$ cat src/rtl/gate_truth_scanner_if.sv
// Handshake and gate-block bus for gate_truth_scanner.
// err_count exists only when GATE_SCAN_ERRCNT_EN is defined.
interface gate_truth_scanner_if;
    logic        start;
    logic        a_out;
    logic        b_out;
    logic [7:0]  gate_in;
    logic        busy;
    logic        done;
    logic        pass;
    logic [7:0]  fail_mask;
    logic [31:0] capture;
`ifdef GATE_SCAN_ERRCNT_EN
    logic [7:0]  err_count;

    modport slave (
        input  start, gate_in,
        output a_out, b_out, busy, done, pass,
        output fail_mask, capture, err_count
    );

    modport master (
        output start, gate_in,
        input  a_out, b_out, busy, done, pass,
        input  fail_mask, capture, err_count
    );
`else
    modport slave (
        input  start, gate_in,
        output a_out, b_out, busy, done, pass,
        output fail_mask, capture
    );

    modport master (
        output start, gate_in,
        input  a_out, b_out, busy, done, pass,
        input  fail_mask, capture
    );
`endif
endinterface

$ cat src/rtl/gate_truth_scanner.sv
// Walks the gate block through all four a/b vectors, captures and checks
// the outputs. Optional GATE_SCAN_ERRCNT_EN adds a mismatch-cycle counter.
module gate_truth_scanner #(
    parameter int SETTLE = 1
) (
    input  logic                  clk,
    input  logic                  rst,
    gate_truth_scanner_if.slave   bus
);

    localparam logic [1:0] S_IDLE   = 2'd0;
    localparam logic [1:0] S_WAIT   = 2'd1;
    localparam logic [1:0] S_SAMPLE = 2'd2;
    localparam logic [1:0] S_DONE   = 2'd3;

    localparam logic [3:0] CNT_LAST =
        4'((SETTLE == 0) ? 0 : SETTLE - 1);

    localparam logic [1:0] S_AFTER_VEC =
        (SETTLE == 0) ? S_SAMPLE : S_WAIT;

    logic [1:0]  state;
    logic [1:0]  vec;
    logic [3:0]  cnt;
    logic        a_q;
    logic        b_q;
    logic        busy_q;
    logic        done_q;
    logic        pass_q;
    logic [7:0]  fail_q;
    logic [31:0] cap_q;
    logic [1:0]  vec_nxt;
    logic [7:0]  exp_byte;
    logic [7:0]  diff;
    logic        go;

    // Expected truth-table byte for the vector currently driven.
    always_comb begin
        logic a;
        logic b;
        a        = vec[1];
        b        = vec[0];
        exp_byte = {~(a ^ b), a ^ b, ~(a | b), ~(a & b),
                    a, ~a, a | b, a & b};
        diff     = bus.gate_in ^ exp_byte;
        vec_nxt  = vec + 2'd1;
        go       = (state == S_IDLE) && bus.start;
    end

    // Sequencer: vector stepping, settle wait and handshake outputs.
    always_ff @(posedge clk) begin
        if (rst) begin
            state  <= S_IDLE;
            vec    <= 2'd0;
            cnt    <= 4'd0;
            a_q    <= 1'b0;
            b_q    <= 1'b0;
            busy_q <= 1'b0;
            done_q <= 1'b0;
        end else begin
            unique case (state)
                S_IDLE: begin
                    if (bus.start) begin
                        vec    <= 2'd0;
                        cnt    <= 4'd0;
                        a_q    <= 1'b0;
                        b_q    <= 1'b0;
                        busy_q <= 1'b1;
                        state  <= S_AFTER_VEC;
                    end
                end
                S_WAIT: begin
                    if (cnt == CNT_LAST) begin
                        cnt   <= 4'd0;
                        state <= S_SAMPLE;
                    end else begin
                        cnt <= cnt + 4'd1;
                    end
                end
                S_SAMPLE: begin
                    if (vec == 2'd3) begin
                        busy_q <= 1'b0;
                        done_q <= 1'b1;
                        state  <= S_DONE;
                    end else begin
                        vec   <= vec_nxt;
                        a_q   <= vec_nxt[1];
                        b_q   <= vec_nxt[0];
                        state <= S_AFTER_VEC;
                    end
                end
                S_DONE: begin
                    done_q <= 1'b0;
                    state  <= S_IDLE;
                end
                default: state <= S_IDLE;
            endcase
        end
    end

    // Result registers: capture bytes, sticky mismatches and verdict.
    always_ff @(posedge clk) begin
        if (rst) begin
            cap_q  <= 32'd0;
            fail_q <= 8'd0;
            pass_q <= 1'b0;
        end else if (go) begin
            cap_q  <= 32'd0;
            fail_q <= 8'd0;
            pass_q <= 1'b0;
        end else if (state == S_SAMPLE) begin
            cap_q[{vec, 3'b000} +: 8] <= bus.gate_in;
            fail_q <= fail_q | diff;
            if (vec == 2'd3) begin
                pass_q <= ((fail_q | diff) == 8'd0);
            end
        end
    end

`ifdef GATE_SCAN_ERRCNT_EN
    logic [7:0] err_q;

    // Saturating count of sampled vectors showing any mismatch.
    always_ff @(posedge clk) begin
        if (rst) begin
            err_q <= 8'd0;
        end else if (go) begin
            err_q <= 8'd0;
        end else if (state == S_SAMPLE && diff != 8'd0
                     && err_q != 8'hFF) begin
            err_q <= err_q + 8'd1;
        end
    end

    assign bus.err_count = err_q;
`endif

    assign bus.a_out     = a_q;
    assign bus.b_out     = b_q;
    assign bus.busy      = busy_q;
    assign bus.done      = done_q;
    assign bus.pass      = pass_q;
    assign bus.fail_mask = fail_q;
    assign bus.capture   = cap_q;

endmodule

$ cat src/flat_wrapper.sv
// flat-port wrapper written by rule: the top's interface ports become plain ports
module gate_truth_scanner_flat 
#(
    parameter int SETTLE = 1
)
  (clk, rst, bus_start, bus_gate_in, bus_a_out, bus_b_out, bus_busy, bus_done, bus_pass, bus_fail_mask, bus_capture);
  gate_truth_scanner_if bus_i ();
  input  logic clk;
  input  logic rst;
  input wire logic [$bits(bus_i.start)-1:0] bus_start;
  input wire logic [$bits(bus_i.gate_in)-1:0] bus_gate_in;
  output wire logic [$bits(bus_i.a_out)-1:0] bus_a_out;
  output wire logic [$bits(bus_i.b_out)-1:0] bus_b_out;
  output wire logic [$bits(bus_i.busy)-1:0] bus_busy;
  output wire logic [$bits(bus_i.done)-1:0] bus_done;
  output wire logic [$bits(bus_i.pass)-1:0] bus_pass;
  output wire logic [$bits(bus_i.fail_mask)-1:0] bus_fail_mask;
  output wire logic [$bits(bus_i.capture)-1:0] bus_capture;
  assign bus_i.start = bus_start;
  assign bus_i.gate_in = bus_gate_in;
  assign bus_a_out = bus_i.a_out;
  assign bus_b_out = bus_i.b_out;
  assign bus_busy = bus_i.busy;
  assign bus_done = bus_i.done;
  assign bus_pass = bus_i.pass;
  assign bus_fail_mask = bus_i.fail_mask;
  assign bus_capture = bus_i.capture;
  gate_truth_scanner #(.SETTLE(SETTLE)) u_core (.clk(clk), .rst(rst), .bus(bus_i));
endmodule
$ cat config.mk
export PLATFORM = sky130hd
export DESIGN_NAME = gate_truth_scanner_flat
export DESIGN_NICKNAME = d
export VERILOG_FILES = /design/src/rtl/gate_truth_scanner_if.sv /design/src/rtl/gate_truth_scanner.sv /design/src/flat_wrapper.sv
export SDC_FILE = /design/constraint.sdc
export NUM_CORES = 1
export LEC_CHECK = 0
export CAP_MARGIN = 0
export CORE_MARGIN = 2
export CORE_UTILIZATION = 43
export CTS_CLUSTER_SIZE = 40
export DETAILED_ROUTE_END_ITERATION = 7
export PLACE_DENSITY = 0.77
export SYNTH_ARGS = -nofsm -noshare
export SYNTH_HDL_FRONTEND = slang
export SYNTH_SLANG_ARGS = --single-unit
$ cat constraint.sdc
create_clock -name clk -period 2.04 [get_ports clk]
set_input_delay 0.612 -clock clk [delete_from_list [all_inputs] [get_ports clk]]
set_output_delay 0.612 -clock clk [all_outputs]
set_load 0.005 [all_outputs]
==> key figures <==
Placed design
  – GP Congestion: 0.799
  – Hpwl dp: about 4 mm
  – Number of port buffers: 55

Timing
  – Max-slew headroom: between 60% and 70%
  – Slew Viols, Final: 0
  – Tightest Pin Transition: 506 ps
  – Min Tclk post-route: between 1500 and 2000 ps
  – Final period util: a little over nine tenths
  – RSZ-0062 raised after global routing: no
  – Maximum clock rate: approximately 520 MHz
  – Clock Skew: about 3.7 ps
  – Final hold viol count: 0
  – Endpoints failing setup: 0
  – Setup_tns: 0 ps

Power and ir drop
  – Switching Fraction: 24.1%
  – Logic pwr share: between 10% and 20%
  – Worst vdd ir: 0.433 mV
  – Cell area power density: just under 600 nW/um^2
  – Leak Pwr: between 1 and 1.5 nW
  – Clock power share: between 30% and 40%
  – Cell Int Power: about 1.3 mW
  – Sequential fraction of design power: 58.0%
  – Net switching power: 422 uW

Global route
  – Routing usage on met1: 26.8%
  – Tot GR Track Use: between 20% and 30%
  – GRT busiest layer: met2
  – Grt total ovfl: 0
  – First-pass GRT wire length: around 8.7 mm
  – Met2 track demand over resource: 32.1%
  – Initial antenna violation count: 0
  – Vias in the first global route: roughly 1.8k
  – Met3 Track Usage GR: a little over 6%
  – Largest net degree at the start of global routing: 37

Min path
  – Hold WC Path Type: register to register
  – Min-Delay Path Depth: 2
  – Hold Path Sink: u_core.bus.capture[22]$_SDFFE_PP0P_
  – Hold path start: u_core.bus.capture[22]$_SDFFE_PP0P_

Floorplanning
  – Chip Width: 75.2 um
  – CORE AREA: ~4800 sq um
  – Rows: 25
  – Die Ht: 75.2 um
  – Ports: between 50 and 60
  – Die Area: about 5700 sq um
  – Initial core utilization: between 40% and 50%

Finish
  – Layout cell share with drive strength beyond 1: approximately an eighth
  – Most frequent cells in the layout: clkdlybuf4s50_1, dfxtp_1, nor2_1, a22oi_1, a21oi_1
  – Final Util: 62.1%
  – Fillers: around 450
  – Area growth syn-to-layout: 37.2%
  – Most common cell after layout, fill and taps aside: clkdlybuf4s50_1
  – # diodes: 0
  – Final layout net count: ~320

Setup path
  – CP Data Required Time: 1430 ps
  – Crit path arrival time: about 1300 ps
  – Startpoint type of the worst setup path: register
  – CP max FO: 8
  – Crit. End Element: output port
  – Reg-to-Reg End: u_core.bus.pass$_SDFFE_PP0P_
  – WS Path Type: register to output port
  – Reg2reg start: u_core.bus.b_out$_SDFFE_PP0P_
  – Register-to-Register Path Depth: 8
  – Reg2Reg Setup Slack: roughly 130 ps

CTS
  – Skew-Pair Late Insertion Delay: around 300 ps
  – Clock slew at reported path FFs: 80 ps
  – Bufs on Longest Clock Path: 2
  – Clk sink count: 51
  – Root buffer cell: clkbuf_8
  – Num CTS Buffers: 5
  – TritonCTS clock tree: yes
  – H-tree Lvls: 2

Yosys
  – Post-Synthesis Cells: between 200 and 250
  – Syn Area/Cell: 9.23 sq um
  – Synthesized area: 2180 sq um
  – Synth unique cells: 41
  – Synthesized net count: between 200 and 300
  – Top FF cell, synth: dfxtp_1
  – Yosys reg bits: between 50 and 60
  – Synth async-reset ratio: 0%
  – Post-synthesis sequential area ratio: a little under half
  – EDFF count, synth: 0
  – Yosys warnings: 0

Route
  – Number of iterations in the first detailed-routing pass: 4
  – Final ANT Viol Nets: 0
  – WL final: between 5 and 6 mm
  – Initial drt markers: 111
  – DRC violations left: 0
  – Wire per inst: approximately 15 um
  – Via-per-instance ratio: between 5 and 6
  – Via count: between 1.5k and 2k

Outcome
  – Outcome: finished clean

Job
  – Max cap viols: 0
[registers in the layout, summed over array words and instances (netlist names), 2 cells and up]
signal,cells
u_core.bus.capture,32
u_core.bus.fail_mask,8
u_core.cnt,4
u_core.state,2
[worst max-delay path by stage]
stage | start | endpoint | depth (start not counted)
after detailed placement | bus_gate_in[1] | u_core.bus.pass$_SDFFE_PP0P_ | 6
after floorplan | u_core.bus.b_out$_SDFFE_PP0P_ | u_core.bus.pass$_SDFFE_PP0P_ | 8
after global placement | bus_gate_in[1] | u_core.bus.pass$_SDFFE_PP0P_ | 6
final | u_core.bus.a_out$_SDFFE_PP0P_ | bus_a_out | 2
after CTS | bus_gate_in[1] | u_core.bus.pass$_SDFFE_PP0P_ | 6
after global routing | u_core.bus.b_out$_SDFFE_PP0P_ | u_core.bus.capture[20]$_SDFFE_PP0P_ | 7
[synth_stat cells (4+ instances only)]
library cell  instances  area share [%]
ha_1                 10             5.7
a21oi_1              14             3.2
a22oi_1              28             9.6
inv_1                 9             1.6
o21ai_1               4            0.92
nor2b_1               4             1.1
nor2_1               47             8.1
buf_2                 7             1.6
nand2_1              13             2.2
nand3_1               6             1.4
dfxtp_1              51              47
[layout make-up]
cell class / count / area, sq um / share of cell area (%)
clock buffer: 6 / 72.6 / 2.43
inverter: 9 / 36.3 / 1.21
multi-input combinational: 164 / 1100 / 36.8
sequential: 51 / 1020 / 34.2
tap: 67 / 83.8 / 2.80
timing repair buffer: 69 / 673 / 22.5
[per-stage QoR]
step	hold WS [ps]	power, mW	cell area (sq um)	worst slack, ps	std cells
finish	470	1.75	2990	111	366
global route	490	1.83	2990	9.98	366
CTS	468	1.75	2910	7.70	364
detailed placement	456	1.23	2840	-308	358
global placement	449	1.23	2840	-271	358
floorplan	453	1.14	2180	0.868	236
[power groups by stage]
stage,registers [mW],logic [mW],clock network (mW)
2_1_floorplan,1.04,0.105,0
3_3_place_gp,1.04,0.187,0
3_5_place_dp,1.04,0.189,0
4_1_cts,1.02,0.190,0.544
5_1_grt,1.02,0.221,0.585
6_report,1.02,0.203,0.534
[worst max-delay path, cell delays in order, from the launching register on]
cell,delay (ps)
dfxtp_2,340
buf_4,160
clkdlybuf4s50_1,520
[per-layer routing]
layer	up-vias	routed length [um]
met1	897	2440
met3	10	402
li1	945	-
met2	67	2590
met5	-	0
met4	0	106
[cells by family after synthesis]
family / after synthesis / share of synthesized area, %
AOI/OAI and AO/OA: 62 / 19.5
xor gates and xnor gates: 6 / 2.41
adders and majority gates: 10 / 5.74
buffers and inverters: 21 / 4.94
DFF: 51 / 46.9
and+or+nand+nor: 86 / 20.5
[what timing repair did]
item | CTS | global route
endpoints found under the setup margin | 0 | 1
endpoints found under the hold margin | 0 | 0
buffers inserted | 0 | 2
resized for setup | 0 | 14
hold buffers | 0 | 0
(Power assumes the default switching activity.)
